<file path="src/rtl/program_loader_if.sv">
// Bundle between the image source, the loader and the core's programming port.
// The slave modport is the loader's view; master is the image source / core side.
interface program_loader_if #(
    parameter int INSTR_W = 8,
    parameter int DATA_W  = 4,
    parameter int ADDR_W  = 4,
    parameter int CYC_W   = 8
);
    logic               start;
    logic               img_valid;
    logic [INSTR_W-1:0] img_instr;
    logic [DATA_W-1:0]  img_data;
    logic               img_ready;
    logic [INSTR_W-1:0] prog_in;
    logic [DATA_W-1:0]  data_in;
    logic [ADDR_W-1:0]  prog_add;
    logic               prog_clk;
    logic               cpu_reset;
    logic               halt_in;
    logic               busy;
    logic               done;
    logic               timeout;
    logic [CYC_W-1:0]   cycles_used;

    modport slave (
        input  start, img_valid, img_instr, img_data, halt_in,
        output img_ready, prog_in, data_in, prog_add, prog_clk, cpu_reset,
               busy, done, timeout, cycles_used
    );

    modport master (
        output start, img_valid, img_instr, img_data, halt_in,
        input  img_ready, prog_in, data_in, prog_add, prog_clk, cpu_reset,
               busy, done, timeout, cycles_used
    );
endinterface

</file>
<file path="src/rtl/program_loader.sv">
// Boot/programming controller: streams image words into the core's programming
// port with a one-cycle prog_clk strobe while holding the core in reset, then
// releases reset and supervises the run until halt or watchdog expiry.
module program_loader #(
    parameter int INSTR_W    = 8,
    parameter int DATA_W     = 4,
    parameter int ADDR_W     = 4,
    parameter int DEPTH      = 16,
    parameter int RUN_CYCLES = 32,
    parameter int CYC_W      = 8
) (
    input logic             osc_clock,
    input logic             reset,
    program_loader_if.slave bus
);
    typedef enum logic [2:0] {IDLE, SETUP, STROBE, RUN, DONE} state_t;

    localparam logic [ADDR_W-1:0] LAST_ADDR  = ADDR_W'(DEPTH - 1);
    localparam logic [CYC_W-1:0]  LAST_CYCLE = CYC_W'(RUN_CYCLES - 1);
    localparam logic [CYC_W-1:0]  CYC_LIMIT  = CYC_W'(RUN_CYCLES);

    state_t            state;
    logic [ADDR_W-1:0] addr;

    // Load/run sequencer with every output registered.
    // RUN spends its first cycle dropping the last strobe and releasing
    // cpu_reset; run cycles are counted only once the core is out of reset.
    always_ff @(posedge osc_clock or posedge reset) begin
        if (reset) begin
            state           <= IDLE;
            addr            <= '0;
            bus.img_ready   <= 1'b0;
            bus.prog_in     <= '0;
            bus.data_in     <= '0;
            bus.prog_add    <= '0;
            bus.prog_clk    <= 1'b0;
            bus.cpu_reset   <= 1'b1;
            bus.busy        <= 1'b0;
            bus.done        <= 1'b0;
            bus.timeout     <= 1'b0;
            bus.cycles_used <= '0;
        end else begin
            case (state)
                IDLE, DONE: begin
                    if (bus.start) begin
                        state           <= SETUP;
                        addr            <= '0;
                        bus.img_ready   <= 1'b1;
                        bus.prog_clk    <= 1'b0;
                        bus.cpu_reset   <= 1'b1;
                        bus.busy        <= 1'b1;
                        bus.done        <= 1'b0;
                        bus.timeout     <= 1'b0;
                        bus.cycles_used <= '0;
                    end
                end
                SETUP: begin
                    bus.prog_clk <= 1'b0;
                    if (bus.img_valid && bus.img_ready) begin
                        bus.prog_in   <= bus.img_instr;
                        bus.data_in   <= bus.img_data;
                        bus.prog_add  <= addr;
                        bus.img_ready <= 1'b0;
                        state         <= STROBE;
                    end
                end
                STROBE: begin
                    bus.prog_clk <= 1'b1;
                    if (addr == LAST_ADDR) begin
                        state <= RUN;
                    end else begin
                        addr          <= addr + 1'b1;
                        bus.img_ready <= 1'b1;
                        state         <= SETUP;
                    end
                end
                RUN: begin
                    if (bus.cpu_reset) begin
                        bus.cpu_reset <= 1'b0;
                        bus.prog_clk  <= 1'b0;
                    end else if (bus.halt_in) begin
                        bus.done <= 1'b1;
                        bus.busy <= 1'b0;
                        state    <= DONE;
                    end else if (bus.cycles_used == LAST_CYCLE) begin
                        bus.cycles_used <= CYC_LIMIT;
                        bus.done        <= 1'b1;
                        bus.timeout     <= 1'b1;
                        bus.cpu_reset   <= 1'b1;
                        bus.busy        <= 1'b0;
                        state           <= DONE;
                    end else begin
                        bus.cycles_used <= bus.cycles_used + 1'b1;
                    end
                end
                default: state <= IDLE;
            endcase
        end
    end
endmodule

</file>
<file path="src/flat_wrapper.sv">
// flat-port wrapper written by rule: the top's interface ports become plain ports
module program_loader_flat 
#(
    parameter int INSTR_W    = 8,
    parameter int DATA_W     = 4,
    parameter int ADDR_W     = 4,
    parameter int DEPTH      = 16,
    parameter int RUN_CYCLES = 32,
    parameter int CYC_W      = 8
)
  (osc_clock, reset, bus_start, bus_img_valid, bus_img_instr, bus_img_data, bus_halt_in, bus_img_ready, bus_prog_in, bus_data_in, bus_prog_add, bus_prog_clk, bus_cpu_reset, bus_busy, bus_done, bus_timeout, bus_cycles_used);
  program_loader_if #(.INSTR_W(INSTR_W), .DATA_W(DATA_W), .ADDR_W(ADDR_W), .CYC_W(CYC_W)) bus_i ();
  input logic osc_clock;
  input logic reset;
  input wire logic [$bits(bus_i.start)-1:0] bus_start;
  input wire logic [$bits(bus_i.img_valid)-1:0] bus_img_valid;
  input wire logic [$bits(bus_i.img_instr)-1:0] bus_img_instr;
  input wire logic [$bits(bus_i.img_data)-1:0] bus_img_data;
  input wire logic [$bits(bus_i.halt_in)-1:0] bus_halt_in;
  output wire logic [$bits(bus_i.img_ready)-1:0] bus_img_ready;
  output wire logic [$bits(bus_i.prog_in)-1:0] bus_prog_in;
  output wire logic [$bits(bus_i.data_in)-1:0] bus_data_in;
  output wire logic [$bits(bus_i.prog_add)-1:0] bus_prog_add;
  output wire logic [$bits(bus_i.prog_clk)-1:0] bus_prog_clk;
  output wire logic [$bits(bus_i.cpu_reset)-1:0] bus_cpu_reset;
  output wire logic [$bits(bus_i.busy)-1:0] bus_busy;
  output wire logic [$bits(bus_i.done)-1:0] bus_done;
  output wire logic [$bits(bus_i.timeout)-1:0] bus_timeout;
  output wire logic [$bits(bus_i.cycles_used)-1:0] bus_cycles_used;
  assign bus_i.start = bus_start;
  assign bus_i.img_valid = bus_img_valid;
  assign bus_i.img_instr = bus_img_instr;
  assign bus_i.img_data = bus_img_data;
  assign bus_i.halt_in = bus_halt_in;
  assign bus_img_ready = bus_i.img_ready;
  assign bus_prog_in = bus_i.prog_in;
  assign bus_data_in = bus_i.data_in;
  assign bus_prog_add = bus_i.prog_add;
  assign bus_prog_clk = bus_i.prog_clk;
  assign bus_cpu_reset = bus_i.cpu_reset;
  assign bus_busy = bus_i.busy;
  assign bus_done = bus_i.done;
  assign bus_timeout = bus_i.timeout;
  assign bus_cycles_used = bus_i.cycles_used;
  program_loader #(.INSTR_W(INSTR_W), .DATA_W(DATA_W), .ADDR_W(ADDR_W), .DEPTH(DEPTH), .RUN_CYCLES(RUN_CYCLES), .CYC_W(CYC_W)) u_core (.osc_clock(osc_clock), .reset(reset), .bus(bus_i));
endmodule
</file>
<file path="config.mk">
export PLATFORM = sky130hd
export DESIGN_NAME = program_loader_flat
export DESIGN_NICKNAME = d
export VERILOG_FILES = /design/src/rtl/program_loader_if.sv /design/src/rtl/program_loader.sv /design/src/flat_wrapper.sv
export SDC_FILE = /design/constraint.sdc
export NUM_CORES = 1
export LEC_CHECK = 0
export ABC_AREA = 1
export ABC_CLOCK_PERIOD_IN_PS = 2500
export CORE_ASPECT_RATIO = 1.5
export CORE_MARGIN = 1.5
export CORE_UTILIZATION = 52
export CTS_CLUSTER_SIZE = 16
export DETAILED_ROUTE_END_ITERATION = 6
export PLACE_DENSITY_LB_ADDON = 0.12
export SLEW_MARGIN = 0
export SYNTH_ARGS = -nofsm -noshare
export SYNTH_HDL_FRONTEND = slang
export SYNTH_SLANG_ARGS = --single-unit
</file>
<file path="constraint.sdc">
create_clock -name osc_clock -period 2.5 [get_ports osc_clock]
set_input_delay 0.25 -clock osc_clock [delete_from_list [all_inputs] [get_ports osc_clock]]
set_output_delay 0.25 -clock osc_clock [all_outputs]
set_load 0.02 [all_outputs]
</file>
==> results.toml <==
[logic_synthesis]
ys_ff_latch = 37
syn_area_um2 = 1820
synth_area_per_cell_um2 = 7.80
syn_inst = 233
ys_types = 28
yosys_warnings = 0
synth_seq_area_share_pct = 51.0
syn_nets = 252

[layout]
final_common_cell = "nand2_1"
area_growth_pct = 32.5
drive_gt1_share_pct = 7.34
layout.nets = 304
n_fill_cell = 297
utilization_pct = 71.2
n_antenna_cell = 0
final_cell_mix = "89 x nand2_1, 46 x clkdlybuf4s50_1, 36 x dfrtp_1"
multiInputGateArea_um2 = 783
seqCellArea_um2 = 927

[setup_path]
slowest_stage = "clkdlybuf4s50_1"
worstPathCellList = "clkdlybuf4s50_1"
crit_path_max_fanout = 4
critPathKind = "reg2out"
end_kind = "output pin"
arrival_ps = 1490
required_ps = 2250
crit_buf_inv = 1
cp-start-kind = "register"
critPathMaxStageDelay_ps = 610
cp_top_family = "buffers and inverters"
r2r_slack_ps = 950

[sta]
rsz0062_at_grt = "no"
finalCriticalPeriod_ps = 1740
clock_skew_ps = 5.67
worst_pin_slew_ps = 453
setup_violations = 0
relSlewSlack_pct = 69.8
fmax_mhz = 576
finalHoldViolCount = 0
drv_slew = 0
fin_setup_tns_ps = 0
period_share_pct = 69.5

[pwr]
leakage_nw = 1.23
ir_drop_mv = 0.741
powerDensity_nw_per_um2 = 1040

[drt]
drt-total-wl_um = 4060
antenna_left = 0
wl_per_cell_um = 12.4
drtIter0Drc = 37
dr.pass1.iters = 4
post-route-drc-count = 0
dr_total_vias = 1678
avgViaCountPerCell = 5.12

[clock_network]
clkLatencyLatePin_ps = 290
cts.sinks = 37
cts_hold_buffers = 0
cts_tree = "yes"
h-tree-depth = 2
cts_buffers = 5
cts.path.max_buffers = 2
clockRootBuffer = "clkbuf_8"
cts_resized = 0
cts_setup_buffers = 0
clk_pin_slew_ps = 70

[die]
die_h_um = 75.4
die-area_um2 = 3860
core_area_um2 = 3380
io_pins = 47
start_util_pct = 53.7
die_w_um = 51.3
rows = 26

[min_path]
holdCritPathClass = "in2async"

[place]
gp_congestion = 0.834
port_buffers = 46
dp_hpwl_um = 3000

[global_route]
antenna_found_initial = 0
overflow = 0
grt_pass1_vias = 1625
grt_start_max_net_pins = 38
grt.total_usage_pct = 24.1
grt_pass1_wl_um = 6950

[job]
cap_violations = 0

[status]
status = "finished clean"
==> worst paths after layout <==
path,depth (start not counted),end,from
worst max-delay path,1,bus_cpu_reset,u_core.bus.cpu_reset
worst min-delay path,3,u_core.bus.cycles_used[6],reset
worst max register to register,8,u_core.bus.busy,u_core.bus.cycles_used[0]
worst min register to register,2,u_core.bus.data_in[0],u_core.bus.data_in[0]
max in group asynchronous,3,u_core.bus.cpu_reset,reset
min in group osc_clock,2,u_core.bus.data_in[0],u_core.bus.data_in[0]
==> routing by layer <==
| layer | part of all wire (%) | track usage, % | vias to the layer above |
|---|---|---|---|
| met5 | 0 | 0 | - |
| met4 | 2.2 | 10.5 | 0 |
| met3 | 3.9 | 5.29 | 7 |
| met2 | 53 | 45.0 | 41 |
| met1 | 41 | 25.9 | 788 |
| li1 | - | - | 842 |
==> flip-flops by register name (all words and copies together), names as in the netlist <==
| name | count |
|---|---|
| u_core.addr | 4 |
| u_core.bus.busy | 1 |
| u_core.bus.cpu_reset | 1 |
| u_core.bus.cycles_used | 8 |
| u_core.bus.data_in | 4 |
| u_core.bus.done | 1 |
| u_core.bus.img_ready | 1 |
| u_core.bus.prog_add | 4 |
| u_core.bus.prog_clk | 1 |
| u_core.bus.prog_in | 8 |
| u_core.bus.timeout | 1 |
| u_core.state | 3 |
==> cell type report <==
type                       instances  area share, %
sequential                        37           38.5
inverter                          23           3.59
clock buffer                       6           3.01
timing repair buffer              48           19.8
multi-input combinational        170           32.5
clock inverter                     2          0.416
tap                               42           2.18
==> logic make-up (layout without fill, tap and decap cells) <==
| family | count (synthesis) | in the layout | share of synthesized area [%] |
|---|---|---|---|
| adders and majority gates | 2 | 2 | 1.38 |
| AOI/OAI and AO/OA | 14 | 14 | 4.68 |
| buffers and inverters | 26 | 79 | 5.85 |
| and+or+nand+nor | 152 | 152 | 36.1 |
| DFF | 37 | 37 | 51.0 |
| xor gates and xnor gates | 2 | 2 | 0.964 |
==> per-stage QoR <==
step / power, W / std cells / instance area, um2 / hold slack [ps] / worst slack [ps]
6_report: 0.00250 / 328 / 2410 / 364 / 764
5_1_grt: 0.00267 / 328 / 2410 / 415 / 743
4_1_cts: 0.00252 / 328 / 2410 / 388 / 757
3_5_place_dp: 0.00212 / 320 / 2320 / 457 / 926
3_3_place_gp: 0.00209 / 320 / 2320 / 453 / 961
2_1_floorplan: 0.00164 / 233 / 1820 / 395 / 1060
==> report_power, final <==
group          total [W]  leakage [nW]  internal, W  switching [W]
clock           0.000397        0.0450     0.000193       0.000205
sequential      0.000928         0.483     0.000793       0.000135
combinational    0.00117         0.701     0.000472       0.000701
==> cell usage after synthesis (all sizes together) <==
| master | count | share of area (%) |
|---|---|---|
| nand2 | 93 | 20 |
| dfrtp | 36 | 50 |
| nand3 | 33 | 9.4 |
| inv | 22 | 4.5 |
| nor2 | 20 | 4.8 |
| o21ai | 7 | 1.9 |
| nand4 | 4 | 1.4 |
| o21bai | 3 | 1.2 |
| a21oi | 2 | 0.76 |
| buf | 2 | 0.90 |
| ha | 2 | 1.4 |
| a21o | 1 | 0.41 |
| clkbuf | 1 | 0.21 |
| clkinv | 1 | 0.21 |
| dfstp | 1 | 1.4 |
| nand3b | 1 | 0.41 |
| o22ai | 1 | 0.34 |
| or2 | 1 | 0.34 |
| xnor2 | 1 | 0.48 |
| xor2 | 1 | 0.48 |
==> tightest hold or removal path: cells and delay by family <==
family | cells | cell delay [ps]
buffers and inverters | 3 | 840
(Power assumes the default switching activity.)
